`config.mk`:
```
export PLATFORM = sky130hd
export DESIGN_NAME = clock_ctrl_flat
export DESIGN_NICKNAME = d
export VERILOG_FILES = /design/src/rtl/clock_ctrl_if.sv /design/src/rtl/clock_ctrl.sv /design/src/flat_wrapper.sv
export SDC_FILE = /design/constraint.sdc
export NUM_CORES = 1
export LEC_CHECK = 0
export CORE_MARGIN = 10
export CORE_UTILIZATION = 36
export CTS_CLUSTER_DIAMETER = 80
export CTS_CLUSTER_SIZE = 12
export DETAILED_ROUTE_END_ITERATION = 7
export GPL_TIMING_DRIVEN = 0
export PLACE_DENSITY = 0.77
export SETUP_SLACK_MARGIN = 0.02
export SYNTH_ARGS = -nofsm -noshare
export SYNTH_HDL_FRONTEND = slang
export SYNTH_SLANG_ARGS = --single-unit
export TNS_END_PERCENT = 10
```
`constraint.sdc`:
```
create_clock -name clk -period 2 [get_ports clk]
set_input_delay 0.2 -clock clk [delete_from_list [all_inputs] [get_ports clk]]
set_output_delay 0.2 -clock clk [all_outputs]
set_load 0.02 [all_outputs]
```
`src/rtl/clock_ctrl_if.sv`:
```
// rtl/clock_ctrl_if.sv - button/tick inputs, counter feedback and counter control bundle for clock_ctrl
interface clock_ctrl_if #(
    parameter int SEC_BITS = 6,
    parameter int HR_BITS  = 5
);
    logic                tick;
    logic                btn_mode;
    logic                btn_up;
    logic                btn_down;
    logic [SEC_BITS-1:0] sec;
    logic [SEC_BITS-1:0] min;
    logic [HR_BITS-1:0]  hr;
    logic                sec_start;
    logic                sec_forward;
    logic                sec_clr;
    logic                min_start;
    logic                min_forward;
    logic                min_clr;
    logic                hr_start;
    logic                hr_forward;
    logic                hr_clr;
    logic [1:0]          mode;

    modport master (
        input  tick, btn_mode, btn_up, btn_down, sec, min, hr,
        output sec_start, sec_forward, sec_clr,
        output min_start, min_forward, min_clr,
        output hr_start, hr_forward, hr_clr, mode
    );

    modport slave (
        output tick, btn_mode, btn_up, btn_down, sec, min, hr,
        input  sec_start, sec_forward, sec_clr,
        input  min_start, min_forward, min_clr,
        input  hr_start, hr_forward, hr_clr, mode
    );
endinterface

```
`src/rtl/clock_ctrl.sv`:
```
// rtl/clock_ctrl.sv - run/set sequencer for the sec/min/hr counters of the digital clock
// Optional CLOCK_CTRL_SEC_CLR_EN: leaving SET_MIN also clears seconds.
module clock_ctrl #(
    parameter int SEC_BITS = 6,
    parameter int HR_BITS  = 5,
    parameter int SEC_MAX  = 59,
    parameter int MIN_MAX  = 59,
    parameter int HR_MAX   = 23
) (
    input  logic          clk,
    input  logic          rst,
    clock_ctrl_if.master  bus
);
    typedef enum logic [1:0] {
        RUN     = 2'd0,
        SET_HR  = 2'd1,
        SET_MIN = 2'd2
    } state_t;

    localparam logic [SEC_BITS-1:0] L_SEC_MAX = SEC_MAX[SEC_BITS-1:0];
    localparam logic [SEC_BITS-1:0] L_MIN_MAX = MIN_MAX[SEC_BITS-1:0];
    localparam logic [HR_BITS-1:0]  L_HR_MAX  = HR_MAX[HR_BITS-1:0];

    state_t r_state, w_state_nxt;
    logic   r_lock, r_init;
    logic   r_sec_start, r_sec_forward, r_sec_clr;
    logic   r_min_start, r_min_forward, r_min_clr;
    logic   r_hr_start, r_hr_forward, r_hr_clr;
    logic   w_sec_start, w_sec_forward, w_sec_clr;
    logic   w_min_start, w_min_forward, w_min_clr;
    logic   w_hr_start, w_hr_forward, w_hr_clr;
    logic   w_any_cmd;

    // Out-of-range feedback counts as "at MAX" so the next increment clears it.
    logic w_sec_max, w_min_max, w_hr_max, w_min_zero, w_hr_zero;
    logic w_tick_ok, w_adj_ok;

    assign w_sec_max  = (bus.sec >= L_SEC_MAX);
    assign w_min_max  = (bus.min >= L_MIN_MAX);
    assign w_hr_max   = (bus.hr >= L_HR_MAX);
    assign w_min_zero = (bus.min == '0);
    assign w_hr_zero  = (bus.hr == '0);
    assign w_tick_ok  = bus.tick & ~r_lock;
    assign w_adj_ok   = ~r_lock & ~bus.btn_mode & (bus.btn_up ^ bus.btn_down);

    always_comb begin
        w_state_nxt   = r_state;
        w_sec_start   = 1'b0;
        w_sec_forward = 1'b0;
        w_sec_clr     = 1'b0;
        w_min_start   = 1'b0;
        w_min_forward = 1'b0;
        w_min_clr     = 1'b0;
        w_hr_start    = 1'b0;
        w_hr_forward  = 1'b0;
        w_hr_clr      = 1'b0;

        if (r_init) begin
            w_sec_clr   = 1'b1;
            w_min_clr   = 1'b1;
            w_hr_clr    = 1'b1;
            w_state_nxt = RUN;
        end else begin
            unique case (r_state)
                RUN: begin
                    if (w_tick_ok) begin
                        if (!w_sec_max) begin
                            w_sec_start   = 1'b1;
                            w_sec_forward = 1'b1;
                        end else begin
                            w_sec_clr = 1'b1;
                            if (!w_min_max) begin
                                w_min_start   = 1'b1;
                                w_min_forward = 1'b1;
                            end else begin
                                w_min_clr = 1'b1;
                                if (!w_hr_max) begin
                                    w_hr_start   = 1'b1;
                                    w_hr_forward = 1'b1;
                                end else begin
                                    w_hr_clr = 1'b1;
                                end
                            end
                        end
                    end
                    if (bus.btn_mode) w_state_nxt = SET_HR;
                end
                SET_HR: begin
                    if (bus.btn_mode) begin
                        w_state_nxt = SET_MIN;
                    end else if (w_adj_ok) begin
                        if (bus.btn_up) begin
                            if (w_hr_max) begin
                                w_hr_clr = 1'b1;
                            end else begin
                                w_hr_start   = 1'b1;
                                w_hr_forward = 1'b1;
                            end
                        end else if (!w_hr_zero) begin
                            w_hr_start = 1'b1;
                        end
                    end
                end
                SET_MIN: begin
                    if (bus.btn_mode) begin
                        w_state_nxt = RUN;
`ifdef CLOCK_CTRL_SEC_CLR_EN
                        w_sec_clr = 1'b1;
`else
                        w_sec_clr = 1'b0;
`endif
                    end else if (w_adj_ok) begin
                        if (bus.btn_up) begin
                            if (w_min_max) begin
                                w_min_clr = 1'b1;
                            end else begin
                                w_min_start   = 1'b1;
                                w_min_forward = 1'b1;
                            end
                        end else if (!w_min_zero) begin
                            w_min_start = 1'b1;
                        end
                    end
                end
                default: w_state_nxt = RUN;
            endcase
        end
    end

    assign w_any_cmd = w_sec_start | w_sec_clr | w_min_start | w_min_clr | w_hr_start | w_hr_clr;

    // r_lock blocks the sample after any command so the counter feedback has settled.
    always_ff @(posedge clk) begin
        if (rst) begin
            r_state       <= RUN;
            r_lock        <= 1'b1;
            r_init        <= 1'b1;
            r_sec_start   <= 1'b0;
            r_sec_forward <= 1'b0;
            r_sec_clr     <= 1'b0;
            r_min_start   <= 1'b0;
            r_min_forward <= 1'b0;
            r_min_clr     <= 1'b0;
            r_hr_start    <= 1'b0;
            r_hr_forward  <= 1'b0;
            r_hr_clr      <= 1'b0;
        end else begin
            r_state       <= w_state_nxt;
            r_lock        <= w_any_cmd;
            r_init        <= 1'b0;
            r_sec_start   <= w_sec_start;
            r_sec_forward <= w_sec_forward;
            r_sec_clr     <= w_sec_clr;
            r_min_start   <= w_min_start;
            r_min_forward <= w_min_forward;
            r_min_clr     <= w_min_clr;
            r_hr_start    <= w_hr_start;
            r_hr_forward  <= w_hr_forward;
            r_hr_clr      <= w_hr_clr;
        end
    end

    assign bus.sec_start   = r_sec_start;
    assign bus.sec_forward = r_sec_forward;
    assign bus.sec_clr     = r_sec_clr;
    assign bus.min_start   = r_min_start;
    assign bus.min_forward = r_min_forward;
    assign bus.min_clr     = r_min_clr;
    assign bus.hr_start    = r_hr_start;
    assign bus.hr_forward  = r_hr_forward;
    assign bus.hr_clr      = r_hr_clr;
    assign bus.mode        = r_state;
endmodule

```
`src/flat_wrapper.sv`:
```
// flat-port wrapper written by rule: the top's interface ports become plain ports
module clock_ctrl_flat 
#(
    parameter int SEC_BITS = 6,
    parameter int HR_BITS  = 5,
    parameter int SEC_MAX  = 59,
    parameter int MIN_MAX  = 59,
    parameter int HR_MAX   = 23
)
  (clk, rst, bus_tick, bus_btn_mode, bus_btn_up, bus_btn_down, bus_sec, bus_min, bus_hr, bus_sec_start, bus_sec_forward, bus_sec_clr, bus_min_start, bus_min_forward, bus_min_clr, bus_hr_start, bus_hr_forward, bus_hr_clr, bus_mode);
  clock_ctrl_if #(.SEC_BITS(SEC_BITS), .HR_BITS(HR_BITS)) bus_i ();
  input  logic clk;
  input  logic rst;
  input wire logic [$bits(bus_i.tick)-1:0] bus_tick;
  input wire logic [$bits(bus_i.btn_mode)-1:0] bus_btn_mode;
  input wire logic [$bits(bus_i.btn_up)-1:0] bus_btn_up;
  input wire logic [$bits(bus_i.btn_down)-1:0] bus_btn_down;
  input wire logic [$bits(bus_i.sec)-1:0] bus_sec;
  input wire logic [$bits(bus_i.min)-1:0] bus_min;
  input wire logic [$bits(bus_i.hr)-1:0] bus_hr;
  output wire logic [$bits(bus_i.sec_start)-1:0] bus_sec_start;
  output wire logic [$bits(bus_i.sec_forward)-1:0] bus_sec_forward;
  output wire logic [$bits(bus_i.sec_clr)-1:0] bus_sec_clr;
  output wire logic [$bits(bus_i.min_start)-1:0] bus_min_start;
  output wire logic [$bits(bus_i.min_forward)-1:0] bus_min_forward;
  output wire logic [$bits(bus_i.min_clr)-1:0] bus_min_clr;
  output wire logic [$bits(bus_i.hr_start)-1:0] bus_hr_start;
  output wire logic [$bits(bus_i.hr_forward)-1:0] bus_hr_forward;
  output wire logic [$bits(bus_i.hr_clr)-1:0] bus_hr_clr;
  output wire logic [$bits(bus_i.mode)-1:0] bus_mode;
  assign bus_i.tick = bus_tick;
  assign bus_i.btn_mode = bus_btn_mode;
  assign bus_i.btn_up = bus_btn_up;
  assign bus_i.btn_down = bus_btn_down;
  assign bus_i.sec = bus_sec;
  assign bus_i.min = bus_min;
  assign bus_i.hr = bus_hr;
  assign bus_sec_start = bus_i.sec_start;
  assign bus_sec_forward = bus_i.sec_forward;
  assign bus_sec_clr = bus_i.sec_clr;
  assign bus_min_start = bus_i.min_start;
  assign bus_min_forward = bus_i.min_forward;
  assign bus_min_clr = bus_i.min_clr;
  assign bus_hr_start = bus_i.hr_start;
  assign bus_hr_forward = bus_i.hr_forward;
  assign bus_hr_clr = bus_i.hr_clr;
  assign bus_mode = bus_i.mode;
  clock_ctrl #(.SEC_BITS(SEC_BITS), .HR_BITS(HR_BITS), .SEC_MAX(SEC_MAX), .MIN_MAX(MIN_MAX), .HR_MAX(HR_MAX)) u_core (.clk(clk), .rst(rst), .bus(bus_i));
endmodule
```
* After elaboration in Yosys (flattened, before gate mapping)
Index checks and enable logic that the tools add are counted.
** Word-level totals
- Word-level logic and storage cells :: 92
- Output and inout port bits :: 11
- Register bits :: 12
** Cells by class
- Equal/unequal tests :: 5
- Order comparisons :: 3
- Mux-type cells :: 57
- Bitwise logic cells :: 11
- Reduce and logical (&&, ||, !) cells :: 5
** Operators by type and width (number)
- $mux W1 :: 47
- $ge A6 B6 Y1 const B :: 2
- $pmux W1 S2 :: 6
- $logic_not A6 Y1 :: 1
- $mux W2 :: 3
- $ne A2 B2 Y1 const B :: 3
- $pmux W2 S3 :: 1
- $ge A5 B5 Y1 const B :: 1
- $logic_not A5 Y1 :: 1
- $or A1 B1 Y1 :: 5
- $and A1 B1 Y1 :: 3
- $reduce_and A3 Y1 :: 1
- $eq A2 B1 Y1 const B :: 1
- $eq A2 B2 Y1 const B :: 1
- $logic_not A2 Y1 :: 1
- $not A1 Y1 :: 2
- $reduce_or A2 Y1 :: 1
- $xor A1 B1 Y1 :: 1

* Depth between registers and ports, before layout
- Depth in word-level cells :: 11
- Gate-level depth with buffers :: 5
- Gate-level depth less buffers :: 5

* Least setup slack after synthesis
OpenSTA, ideal clock, no wires.
- Path kind :: flip-flop to flip-flop
- Start point :: reg u_core.r_state[1] (netlist: u_core.bus.mode[1])
- End point :: reg u_core.r_hr_clr (netlist: u_core.bus.hr_clr)
- Data arrival time :: 1.779 ns
- Path slack :: 0.154 ns
- Setup time :: 0.067 ns
- Stages on the path, launching flop included :: 6
- Buffers on the path :: 0
- Period minus slack after synthesis :: 1.846 ns
- Cell sequence :: dfxtp_1 or4b_4 nor3_4 a21boi_2 or3_4 a21oi_2
** Between the ends
- Word-level cells in the longest chain between the ends :: 3
** Ends and longest elaborated chain
- start: declaration :: line clock_ctrl.sv:24 : state_t r_state, w_state_nxt;
- start signal: assignment :: line clock_ctrl.sv:148 : r_state <= w_state_nxt;
- $eq A2 B1 Y1 or $logic_not A2 Y1 (tied branches) :: line clock_ctrl.sv:64 : unique case (r_state)
- $pmux W1 S2 (*) :: line clock_ctrl.sv:64
- $mux W1 (*) :: line clock_ctrl.sv:58 : if (r_init) begin
- end signal: assignment :: line clock_ctrl.sv:159 : r_hr_clr <= w_hr_clr;
- end: declaration :: line clock_ctrl.sv:28 : logic r_hr_start, r_hr_forward, r_hr_clr;
Every way passes the cells marked *; elsewhere a longest branch is shown, timed or not.
A chain may end at the register's enable or synchronous reset.

* Worst setup path after layout
Same ends and word-level chain as after synthesis.

==> summary.txt <==
post-synth cell types - 30
Port Buffer Count - 33
met3 GRT Util - 0.04025
CTS clk-pin slew, worst paths - 0.08 ns
routing usage on met2 - 0.1618
crit path from - u_core.bus.mode[1]
pin slew with the least headroom to its limit - 0.5113 ns
dpl cell area - 929.6 um^2
initial antenna violation count - 0
first-pass GRT wire length - 2.642 mm
drt wl/cell - 13.78 um
sequence of cells on the critical path - or4b_4 > nor3_4 > a21boi_2 > or3_4 > a21oi_2
crit path DAT - 2.08 ns
layout cells sized above 1 - 0.1250
cell count after synthesis - 67
Vias/cell - 5.275
Area Growth Syn to Fin - 66.95%
met1 Use GR - 0.09547
Synth area leader - dfxtp_1
FMAX - 535.1 MHz
most frequent cells in the layout - 33 x clkdlybuf4s50_1, 12 x nor2_1, 11 x dfxtp_1, 4 x a21oi_1
mux contribution to synthesized area - 0
post-synthesis compound-gate area fraction - 0.1879
commonest non-fill, non-tap cell in the layout - clkdlybuf4s50_1
reg2reg path depth - 5
min-delay worst type - primary input to flip-flop
Final HPWL DP - 1.384 mm
I/O pin total - 34
flop and latch count out of synthesis - 12
minimum clock period - 1.869 ns
hold path cells - 1
status - completed
Req. time, crit path - 2.21 ns
Num Clock Sinks - 12
height of the die - 60.12 um
Area contributors post-synth - dfxtp_1 41%, nor2_1 7.8%, a21oi_1 3.5%, nor3_4 2.8%, nor3_1 2.6%
GRT overflow - 0
WS Path Type - flip-flop to flip-flop
clk root buf - clkbuf_4
Final Hold Vio Count - 0
Critical R2R Capture - u_core.bus.hr_clr
busiest grt layer - met2
register area share after synthesis - 0.4147
Mapped Avg Cell Area - 8.646 um^2
Peak VDD IR - 0.0004233 V
fin crit share - 0.9344
Setup-failing EPs final - 0
largest net degree at the start of global routing - 11
Post-Synth XOR/XNOR Area - 0.01512
Ant. Diodes - 0
Clock Skews - 0.001942 ns
Worst path max stage delay - 0.58 ns
Die Footprint - 0.003614 mm^2
slowest CP cell - or4b_4
worst hold slack - 0.3973 ns
mapped cell area - 579.3 um^2
Max Cap Viol - 0
Routed Antenna Nets - 0
vias in the first global route - 586
Endpoint, Worst Hold - u_core.r_init
DRT Pass-1 Iters - 4
total number of vias - 633
HP Start - rst
FF-to-FF Start - u_core.bus.mode[1]
Core ar. - 0.001506 mm^2
largest family of logic cells by synthesized area - simple AND/OR/NAND/NOR gates
leak pwr - 0.3453 nW
Final Wtd Congestion - 0.7996
nature of the critical path startpoint - flip-flop
delay-heaviest family, CP - simple AND/OR/NAND/NOR gates
syn_nets - 90
WL final - 1.654 mm
CTS tree - done
Synth Area in Simple Gates - 0.3434
Synth top area share - 0.4147
post-synthesis adder-cell area fraction - 0
Site Rows - 14
number of H-tree levels - 1
Final Cell Area - 967.2 um^2
synth warn - 0
worst skew pair latency - 0.27 ns
Pwr per Cell Area - 565.0 mW/mm^2
CP Capture Type - flip-flop
RSZ-0062 raised after global routing - no
Initial Util - 0.3846
Worst R2R Setup Slack - 0.13 ns
Slew headroom - 0.6543
Die X - 60.12 um
drc violations - 0
CTS max path bufs - 2
DRT iter0 DRCs - 4
nets - 128
Hold Buf Count CTS - 0
cts bufs inserted - 3
CP bufs+invs - 0
fin. max-slew vios - 0
gr usage total - 0.09471
CP Max Fanout - 10
report_power, final:
group,switching [W],total [W],internal [W]
Clock,0.0000822,0.000193,0.000111
Sequential,0.00000521,0.000251,0.000246
Combinational,0.0000407,0.000102,0.0000617
Total,0.000128,0.000546,0.000418
cells in the mapped netlist:
cell	instances
dfxtp_1	12
nor2_1	12
a21oi_1	4
nand2_1	3
nor3_1	3
o21ai_0	3
clkbuf_1	2
inv_1	2
nand3_1	2
nand4_1	2
nor4_1	2
o21a_1	2
a21boi_2	1
a21oi_2	1
a22oi_1	1
a31o_1	1
a31oi_1	1
a41oi_1	1
and3_1	1
buf_4	1
nor2b_1	1
nor3_4	1
nor4b_1	1
nor4b_2	1
o211ai_1	1
or3_2	1
or3_4	1
or4_1	1
or4b_4	1
xnor2_1	1
worst max-delay path by stage:
stage,cells after the start,slack [ns],end
detailed placement,6,-0.07,u_core.bus.hr_clr
floorplan,5,0.15,u_core.bus.hr_clr
finish,5,0.13,u_core.bus.hr_clr
CTS,5,0.08,u_core.bus.hr_clr
global placement,6,-0.03,u_core.bus.hr_clr
global route,5,0.08,u_core.bus.hr_clr
logic make-up (layout without fill, tap and decap cells):
kind of cell / after synthesis / in the layout
flip-flops: 12 / 12
AND/OR/NAND/NOR: 33 / 33
XOR/XNOR: 1 / 1
buffers and inverters: 5 / 42
AO/OA/AOI/OAI: 16 / 16
routing by layer:
layer  up-vias  share of wire
met3         5           0.11
li1        322              -
met2        34           0.49
met1       272           0.38
met4         0          0.019
met5         -              0
worst register-to-register path, stage by stage (launching register included):
cell,delay [ns]
dfxtp_2,0.38
or4b_4,0.58
nor3_4,0.22
a21boi_2,0.09
or3_4,0.39
a21oi_2,0.14
stage by stage:
stage                     setup WS [ns]   TNS, ns  cells    util  total power, W
after floorplan                  0.1538         0     67       -       0.0002948
after CTS                       0.07998         0    120  0.6412       0.0005510
after global placement         -0.02703  -0.02703    116  0.6171       0.0003570
final                            0.1312         0    120  0.6420       0.0005465
after global routing            0.07516         0    120  0.6420       0.0005736
after detailed placement       -0.06931  -0.06931    116  0.6171       0.0003592
timing repair:
action / 4_1_cts / 5_1_grt
resized for setup: 0 / 1
setup buffers: 0 / 0
endpoints found under the setup margin: 0 / 1
state kept, by name, indices dropped and copies added (netlist names):
name,flops
u_core.bus.hr_start,1
u_core.bus.sec_clr,1
u_core.bus.mode,2
u_core.bus.sec_start,1
u_core.bus.min_forward,1
u_core.bus.hr_clr,1
u_core.r_init,1
u_core.r_lock,1
u_core.bus.min_clr,1
u_core.bus.min_start,1
u_core.bus.hr_forward,1
cell type report:
class / instances / area, um^2
Buffer: 3 / 15.01
Clock buffer: 4 / 36.28
Fill cell: 134 / 539.3
Inverter: 2 / 7.507
Multi-Input combinational cell: 50 / 316.6
Sequential cell: 12 / 241.5
Tap cell: 16 / 20.02
Timing Repair Buffer: 33 / 330.3
(Power assumes the default switching activity.)
